### config.mk
export PLATFORM = sky130hd
export DESIGN_NAME = dma_bus_arbiter
export DESIGN_NICKNAME = d
export VERILOG_FILES = /design/src/rtl/dma_bus_arbiter.sv
export SDC_FILE = /design/constraint.sdc
export NUM_CORES = 1
export LEC_CHECK = 0
export CAP_MARGIN = 20
export CORE_ASPECT_RATIO = 2
export CORE_UTILIZATION = 41
export DETAILED_ROUTE_END_ITERATION = 12
export PLACE_DENSITY = 0.9
export RECOVER_POWER = 50
export SLEW_MARGIN = 20
export SYNTH_ARGS = -nofsm -noshare
export SYNTH_HDL_FRONTEND = slang
export SYNTH_SLANG_ARGS = --single-unit
### constraint.sdc
create_clock -name clock -period 2.3 [get_ports clock]
set_clock_uncertainty 0.1 [all_clocks]
set_input_delay 0.46 -clock clock [delete_from_list [all_inputs] [get_ports clock]]
set_output_delay 0.46 -clock clock [all_outputs]
set_load 0.1 [all_outputs]
### src/rtl/dma_bus_arbiter.sv
`default_nettype none
// ============================================================================
//  Module      : dma_bus_arbiter
//  Description : DMA bus-hold arbiter placed between the 8088 status bus and
//                the DMA engine. It asks for the system bus, waits for a
//                processor-passive cycle, then sequences HOLD -> WAIT -> GRANT
//                for one channel at a time. The full bus address is formed
//                from a per-channel page register file.
//  Revision    : 1.0 - initial release
// ----------------------------------------------------------------------------
//  Ports
//    clock            : system clock; all state changes on the rising edge
//    reset_n          : asynchronous active-low reset
//    processor_status : 8088 S2..S0 (3'b111 = passive)
//    processor_lock_n : CPU LOCK#; low keeps the bus with the CPU
//    request          : per-channel DMA request, level, active-high
//    release_strobe   : end-of-transfer pulse from the granted channel
//    grant_n          : per-channel DMA acknowledge, one-cold
//    hold_acknowledge : high while the DMA side owns the bus
//    address_enable_n : AEN; high while the DMA side drives the address
//    dma_wait_n       : CPU wait, low for the single cycle before a grant
//    active_channel   : index of the latched arbitration winner
//    cpu_address      : CPU address
//    dma_offset       : DMA engine address offset (low address bits)
//    page_write       : page register write strobe
//    page_select      : page register index
//    page_data        : page register write data
//    address          : muxed system address (combinational)
// ============================================================================
module dma_bus_arbiter #(
    parameter int CHANNELS   = 4,
    parameter int ADDR_WIDTH = 20,
    parameter int PAGE_WIDTH = 4,
    parameter int ROTATE     = 0,
    parameter int SEL_W      = $clog2(CHANNELS)
) (
    input  logic                             clock,
    input  logic                             reset_n,
    input  logic [2:0]                       processor_status,
    input  logic                             processor_lock_n,
    input  logic [CHANNELS-1:0]              request,
    input  logic                             release_strobe,
    output logic [CHANNELS-1:0]              grant_n,
    output logic                             hold_acknowledge,
    output logic                             address_enable_n,
    output logic                             dma_wait_n,
    output logic [SEL_W-1:0]                 active_channel,
    input  logic [ADDR_WIDTH-1:0]            cpu_address,
    input  logic [ADDR_WIDTH-PAGE_WIDTH-1:0] dma_offset,
    input  logic                             page_write,
    input  logic [SEL_W-1:0]                 page_select,
    input  logic [PAGE_WIDTH-1:0]            page_data,
    output logic [ADDR_WIDTH-1:0]            address
);

    typedef enum logic [2:0] {
        S_IDLE    = 3'd0,
        S_SYNC    = 3'd1,
        S_HOLD    = 3'd2,
        S_WAIT    = 3'd3,
        S_GRANT   = 3'd4,
        S_RELEASE = 3'd5
    } state_t;

    state_t                 r_state;
    logic [CHANNELS-1:0]    r_grant_n;
    logic                   r_hold_ack;
    logic                   r_aen_n;
    logic                   r_dma_wait_n;
    logic [SEL_W-1:0]       r_active;
    logic [SEL_W-1:0]       r_rotate_ptr;
    logic [PAGE_WIDTH-1:0]  r_page [CHANNELS];

    logic [SEL_W-1:0]       w_start;
    logic [SEL_W-1:0]       w_winner;
    logic                   w_found;
    logic [SEL_W:0]         w_idx;
    logic [CHANNELS-1:0]    w_grant_cold;
    logic                   w_page_in_range;

    // Fixed priority always searches from channel 0; rotating priority
    // starts at the channel after the last one served.
    assign w_start = (ROTATE != 0) ? r_rotate_ptr : '0;

    // Circular first-set search starting at w_start, wrapping at CHANNELS-1.
    always_comb begin
        w_winner = w_start;
        w_found  = 1'b0;
        w_idx    = '0;
        for (int i = 0; i < CHANNELS; i++) begin
            w_idx = {1'b0, w_start} + (SEL_W+1)'(i);
            if (w_idx >= (SEL_W+1)'(CHANNELS)) begin
                w_idx = w_idx - (SEL_W+1)'(CHANNELS);
            end
            if (!w_found && request[w_idx[SEL_W-1:0]]) begin
                w_found  = 1'b1;
                w_winner = w_idx[SEL_W-1:0];
            end
        end
    end

    always_comb begin
        w_grant_cold           = '1;
        w_grant_cold[r_active] = 1'b0;
    end

    // Non-power-of-two channel counts leave unused select codes; drop them.
    assign w_page_in_range = ({1'b0, page_select} < (SEL_W+1)'(CHANNELS));

    // Output registers are loaded with the values of the state being entered,
    // so every control output is a clean flop output aligned with r_state.
    always_ff @(posedge clock or negedge reset_n) begin
        if (!reset_n) begin
            r_state      <= S_IDLE;
            r_grant_n    <= '1;
            r_hold_ack   <= 1'b0;
            r_aen_n      <= 1'b0;
            r_dma_wait_n <= 1'b1;
            r_active     <= '0;
            r_rotate_ptr <= '0;
        end else begin
            case (r_state)
                S_IDLE: begin
                    if (|request) begin
                        r_state <= S_SYNC;
                    end
                end
                S_SYNC: begin
                    if (request == '0) begin
                        r_state <= S_IDLE;
                    end else if (processor_status == 3'b111 && processor_lock_n) begin
                        r_state    <= S_HOLD;
                        r_hold_ack <= 1'b1;
                        r_aen_n    <= 1'b1;
                    end
                end
                S_HOLD: begin
                    if (request == '0) begin
                        r_state    <= S_RELEASE;
                        r_hold_ack <= 1'b0;
                    end else begin
                        r_state      <= S_WAIT;
                        r_active     <= w_winner;
                        r_dma_wait_n <= 1'b0;
                    end
                end
                S_WAIT: begin
                    r_dma_wait_n <= 1'b1;
                    if (request[r_active]) begin
                        r_state   <= S_GRANT;
                        r_grant_n <= w_grant_cold;
                    end else begin
                        r_state    <= S_RELEASE;
                        r_hold_ack <= 1'b0;
                    end
                end
                S_GRANT: begin
                    // Other channels are not looked at until the next
                    // arbitration pass through HOLD.
                    if (!request[r_active] || release_strobe) begin
                        r_state    <= S_RELEASE;
                        r_grant_n  <= '1;
                        r_hold_ack <= 1'b0;
                    end
                end
                S_RELEASE: begin
                    r_state <= S_IDLE;
                    r_aen_n <= 1'b0;
                    if (ROTATE != 0) begin
                        r_rotate_ptr <= (r_active == SEL_W'(CHANNELS-1)) ? '0 : r_active + 1'b1;
                    end
                end
                default: begin
                    r_state      <= S_IDLE;
                    r_grant_n    <= '1;
                    r_hold_ack   <= 1'b0;
                    r_aen_n      <= 1'b0;
                    r_dma_wait_n <= 1'b1;
                end
            endcase
        end
    end

    always_ff @(posedge clock or negedge reset_n) begin
        if (!reset_n) begin
            for (int i = 0; i < CHANNELS; i++) begin
                r_page[i] <= '0;
            end
        end else if (page_write && w_page_in_range) begin
            r_page[page_select] <= page_data;
        end
    end

    assign grant_n          = r_grant_n;
    assign hold_acknowledge = r_hold_ack;
    assign address_enable_n = r_aen_n;
    assign dma_wait_n       = r_dma_wait_n;
    assign active_channel   = r_active;

    // The page is presented from WAIT onward so the address is stable
    // before the acknowledge is asserted.
    assign address = (r_state == S_GRANT || r_state == S_WAIT) ?
                     {r_page[r_active], dma_offset} : cpu_address;

endmodule
`default_nettype wire

## Word-level counts from Yosys, hierarchy flattened

Index checks and enable logic that the tools add are counted.

- Equality and inequality tests: 15
- Mux-type cells: 36
- Reductions and logical operators: 25
- $lt $le $gt $ge: 5
- Bitwise operators: 8

Operator list:

| cell | number |
|---|---|
| $mux 20 | 1 |
| $mux 4 | 5 |
| $bwmux 16 | 1 |
| $ne 2x2->1 const B | 8 |
| $reduce_or 4->1 | 4 |
| $mux 3 | 5 |
| $pmux 3 s5 | 1 |
| $mux 1 | 13 |
| $pmux 4 s3 | 1 |
| $eq 3x3->1 const B | 3 |
| $reduce_and 3->1 | 3 |
| $bmux 4 s2 | 1 |
| $demux 4 s2 | 1 |
| $eq 3x2->1 const B | 2 |
| $ge 3x3->1 const B | 2 |
| $logic_and 1x1->1 | 6 |
| $not 2->3 | 2 |
| $reduce_and 6->1 | 1 |
| $not 1->1 | 5 |
| $pmux 1 s5 | 1 |
| $logic_not 1->1 | 4 |
| $logic_not 4->1 | 1 |
| $mux 2 | 2 |
| $not 4->4 | 1 |
| other kinds (12) | 15 |

- Register bits: 28
- Logic and storage cells: 99
- Input bits: 54

## Longest topological paths before layout

- Depth after elaboration: 10
- Depth in mapped cells: 5
- Gate-level depth less buffers: 4

## Least setup slack after synthesis

Ideal clock, no wire load.

- Kind: register -> output
- From: reg r_active[0] (netlist: active_channel[0])
- To: out address[16]
- Cell stages (with the launch flop): 4
- Arrival: 2.182 ns
- Slack: -0.442 ns
- Cells stage by stage: dfrtp_1 -> clkbuf_8 -> mux4_1 -> mux2_4

- Cells in the longest elaborated chain, start to end: 5

Ends and longest elaborated chain:

| what | line | source |
|---|---|---|
| start: declaration | 70 | `logic [SEL_W-1:0] r_active;` |
| start signal: assignment | 143 | `r_active <= w_winner;` |
| $not 2->3 (implied by the code) | 203 | `{r_page[r_active], dma_offset} : cpu_address;` |
| $bmux 4 s2 | 203 |  |
| $mux 4 (implied by the code) (2 in a row) | 203 |  |
| $mux 20 | 202 | `assign address = (r_state == S_GRANT \|\| r_state == S_WAIT) ?` |
| end: declaration | 53 | `output logic [ADDR_WIDTH-1:0] address` |

No other way between the ends. The select of a mux whose other input is x is not followed.

## Worst setup path after layout

- From: reg r_state[1]
- To: out address[5]

- Cells in the longest elaborated chain, start to end: 3
- Elaborated cells on any way between the ends: 4

Ends and longest elaborated chain:

| what | line | source |
|---|---|---|
| start: declaration | 65 | `state_t r_state;` |
| start signal: assignment | 114 | `r_state <= S_IDLE;` |
| start signal: assignment | 125 | `r_state <= S_SYNC;` |
| start signal: assignment | 130 | `r_state <= S_IDLE;` |
| $eq 3x3->1 or $eq 3x2->1 (tied branches) | 202 |  |
| $logic_or 1x1->1 * | 202 |  |
| $mux 20 * | 202 |  |

Mark *: on every way between the ends. The rest lies on a longest branch, timed or not.

==> impl_results.md <==
* Total CTS buffers at 3
* Commonest non-fill, non-tap cells in the layout: clkdlybuf4s50_1, mux2_4, dfrtp_1
* Clock transition at path regs at 0.09 ns
* Max-cap violation count at 0
* Period utilisation layout at 104%
* Final wirelength at 5370 um
* Seq pwr share at 26.0%
* Final Core Density at 71.3%
* Vias in the first global route at 1661
* Syn Inst Count at 135
* Number of synthesized flops with an enable pin at 0
* Syn nets at 189
* Dpl cells at 273
* Worst stage delay on the critical path at 0.44 ns
* # diodes at 0
* Non-filler cells, final at 281
* Synth Flop Type: dfrtp_1
* Setup CP Type: reg2out
* Most Used Layer, Global Route: met2
* Leakage at 1.31 nW
* Reg2reg end: grant_n[2]
* Kind of end point of the critical path: primary output
* Worst hold path class: reg2reg
* Min cycle time layout at 2.38 ns
* PD cells at 990 nW/um2
* Crit path cell chain: or3_4 -> and2_4 -> mux2_4 -> buf_12
* Int Pwr at 0.00149 W
* Fraction of layout cells with a size suffix above 1 at 45.0%
* Hold Crit Start: r_page[11]
* CTS sink cnt at 28
* Routed WL per cell at 19.1 um
* First-pass GRT wire length at 8140 um
* Clock share of power at 9.1%
* Die height at 95.4 um
* Critical Path AT at 1.82 ns
* Number of port buffers at 82
* Cell row count at 33
* Pin count of the biggest net entering global routing at 29
* Slew Limit Headroom at 54.0%
* #FFs+latches synth at 28
* Final Max Slew Viols at 0
* Detailed Routing Iterations Pass 1 at 4
* WHS Path Cells at 1
* CTS root buf: clkbuf_8
* R2R Setup Slk at 0.31 ns
* Unrepaired setup endpoints after global routing: yes
* Max Fclk at 420 MHz
* DR DRC count at 0
* Die width at 48.7 um
* Data required, critical path at 1.74 ns
* Slowest library cell on the worst path: or3_4
* Core ar. at 4130 um2
* Post-synthesis cell area at 1790 um2
* Most common cell after layout, fill and taps aside: clkdlybuf4s50_1
* Yosys warns at 0
* Die Area at 4640 um2
* Routed vias/inst at 5.47
* Fraction of registers with async set/reset at 100%
* Sequential share of the synthesized area at 39.6%
* Sw Share at 48.9%
* Worst-Skew Late Latency at 0.27 ns
* Comb pwr share at 64.9%
* M3 GR Usage at 3.19%
* Hold Fails Final Rpt at 0
* Vias at 1538
* Area grow syn2layout at 64.7%
* Met2 GRT Util at 46.9%
* Total track usage at 23.9%
* Worst slew pin tran at 0.690 ns
* Starting DRT DRC Count at 26
* Worst Hold Path EP: r_page[11]
* Deepest clock path buffer count at 2
* ANT nets after route at 0
* Initial Utilization at 43.3%
* Peak supply drop at 0.866 mV
* Initial antenna violation count at 0
* Nets at 284
* Worst Reg2Reg Path Length in Cells at 4
* Worst Setup Slack, final at -0.0836 ns
* # IOs at 83
* Yosys cell types at 38
* Failing checks: negative setup slack
* GP Congestion at 0.838
* CP max FO at 5
* Setup crit start kind: flip-flop
* Total grt overflow at 0
* Hold_buf cts at 0
* # setup viols final at 20
* CTS tree: yes
* P_sw at 0.00142 W
* RR Startpoint: active_channel[1]
* Hpwl dp at 4190 um
* Synth Area per Inst at 13.2 um2
* GRT met1 Usage at 22.4%
* Status: finished with violations
* H-tree levels at 1
[stage by stage]
stage          setup WS (ns)  setup TNS [ns]  cell area (um2)  total power (W)  hold slack [ns]
4_1_cts              -0.0762           -1.25             2950          0.00291            0.410
2_1_floorplan        -0.0333          -0.133             1790          0.00210           0.0644
5_1_grt               -0.117           -2.06             2940          0.00302            0.426
6_report             -0.0836           -1.47             2940          0.00291            0.412
3_5_place_dp         -0.0789          -0.283             2870          0.00261            0.389
3_3_place_gp         -0.0229         -0.0911             2870          0.00255            0.379
[metal layers]
metal  wire length, um  up-vias
li1                  -      697
met1              1760      753
met2              3080       72
met3               281       16
met4               243        0
met5                 0        -
[power groups by stage]
stage          clock (W)  combinational (W)  sequential, W
3_3_place_gp           0            0.00179       0.000760
6_report        0.000266            0.00189       0.000756
3_5_place_dp           0            0.00183       0.000773
5_1_grt         0.000295            0.00195       0.000773
4_1_cts         0.000273            0.00189       0.000750
2_1_floorplan          0           0.000977        0.00112
[worst max-delay path by stage]
stage                     slack (ns)          end  cells after the start               from
after floorplan                -0.03  address[16]                      3  active_channel[0]
after global placement         -0.02   grant_n[0]                      5         request[1]
after detailed placement       -0.08   grant_n[2]                      5         request[3]
after CTS                      -0.08   address[5]                      4         r_state[1]
after global routing           -0.12  address[14]                      4         r_state[1]
final                          -0.08   address[5]                      4         r_state[1]
[Yosys cell counts (2+ instances only)]
cell      number  share of area, %
mux4_1         4               5.9
dfstp_2        5               7.4
a21oi_1        5               1.4
o21ai_0        3              0.84
nand2_1        4              0.84
inv_1          4              0.84
mux2_2        16                10
nor2_1         7               1.5
nor2b_1        3               1.1
nand4b_1       2              0.98
nor3b_1        2              0.84
nand3_1        4               1.1
dfrtp_1       23                32
nor3_1         2              0.56
nand3b_1       2              0.84
buf_6          4               2.5
mux2_4        24                20
[timing repair]
item	in CTS	in global routing
setup buffers	1	0
pin swaps	2	0
setup endpoints to repair	20	20
cloned	3	0
gates resized for setup	4	2
[flip-flops by register name (all words and copies together) (netlist names)]
name              count
dma_wait_n            1
hold_acknowledge      1
r_state               3
active_channel        2
grant_n               4
r_page               16
address_enable_n      1
[logic make-up after synthesis]
family | count (synthesis) | synth area share (%)
compound gates | 17 | 7.21
flops | 28 | 39.6
simple gates | 34 | 10.9
buf+inv | 10 | 4.41
mux | 46 | 38.0
[area by class of cell]
class | count | area (um2)
clock buffers | 4 | 45.0
fillers | 261 | 1190
inverters | 4 | 15.0
multi-input cells | 100 | 1030
flip-flops and latches | 28 | 712
well taps | 52 | 65.1
repair buffers | 93 | 1070
[critical path: cells and delay by family (launching register included)]
family / cells / cell delay (ns)
buf+inv: 1 / 0.17
flops: 1 / 0.41
mux: 1 / 0.33
simple gates: 2 / 0.64
Power figures use the tool's default switching activity.
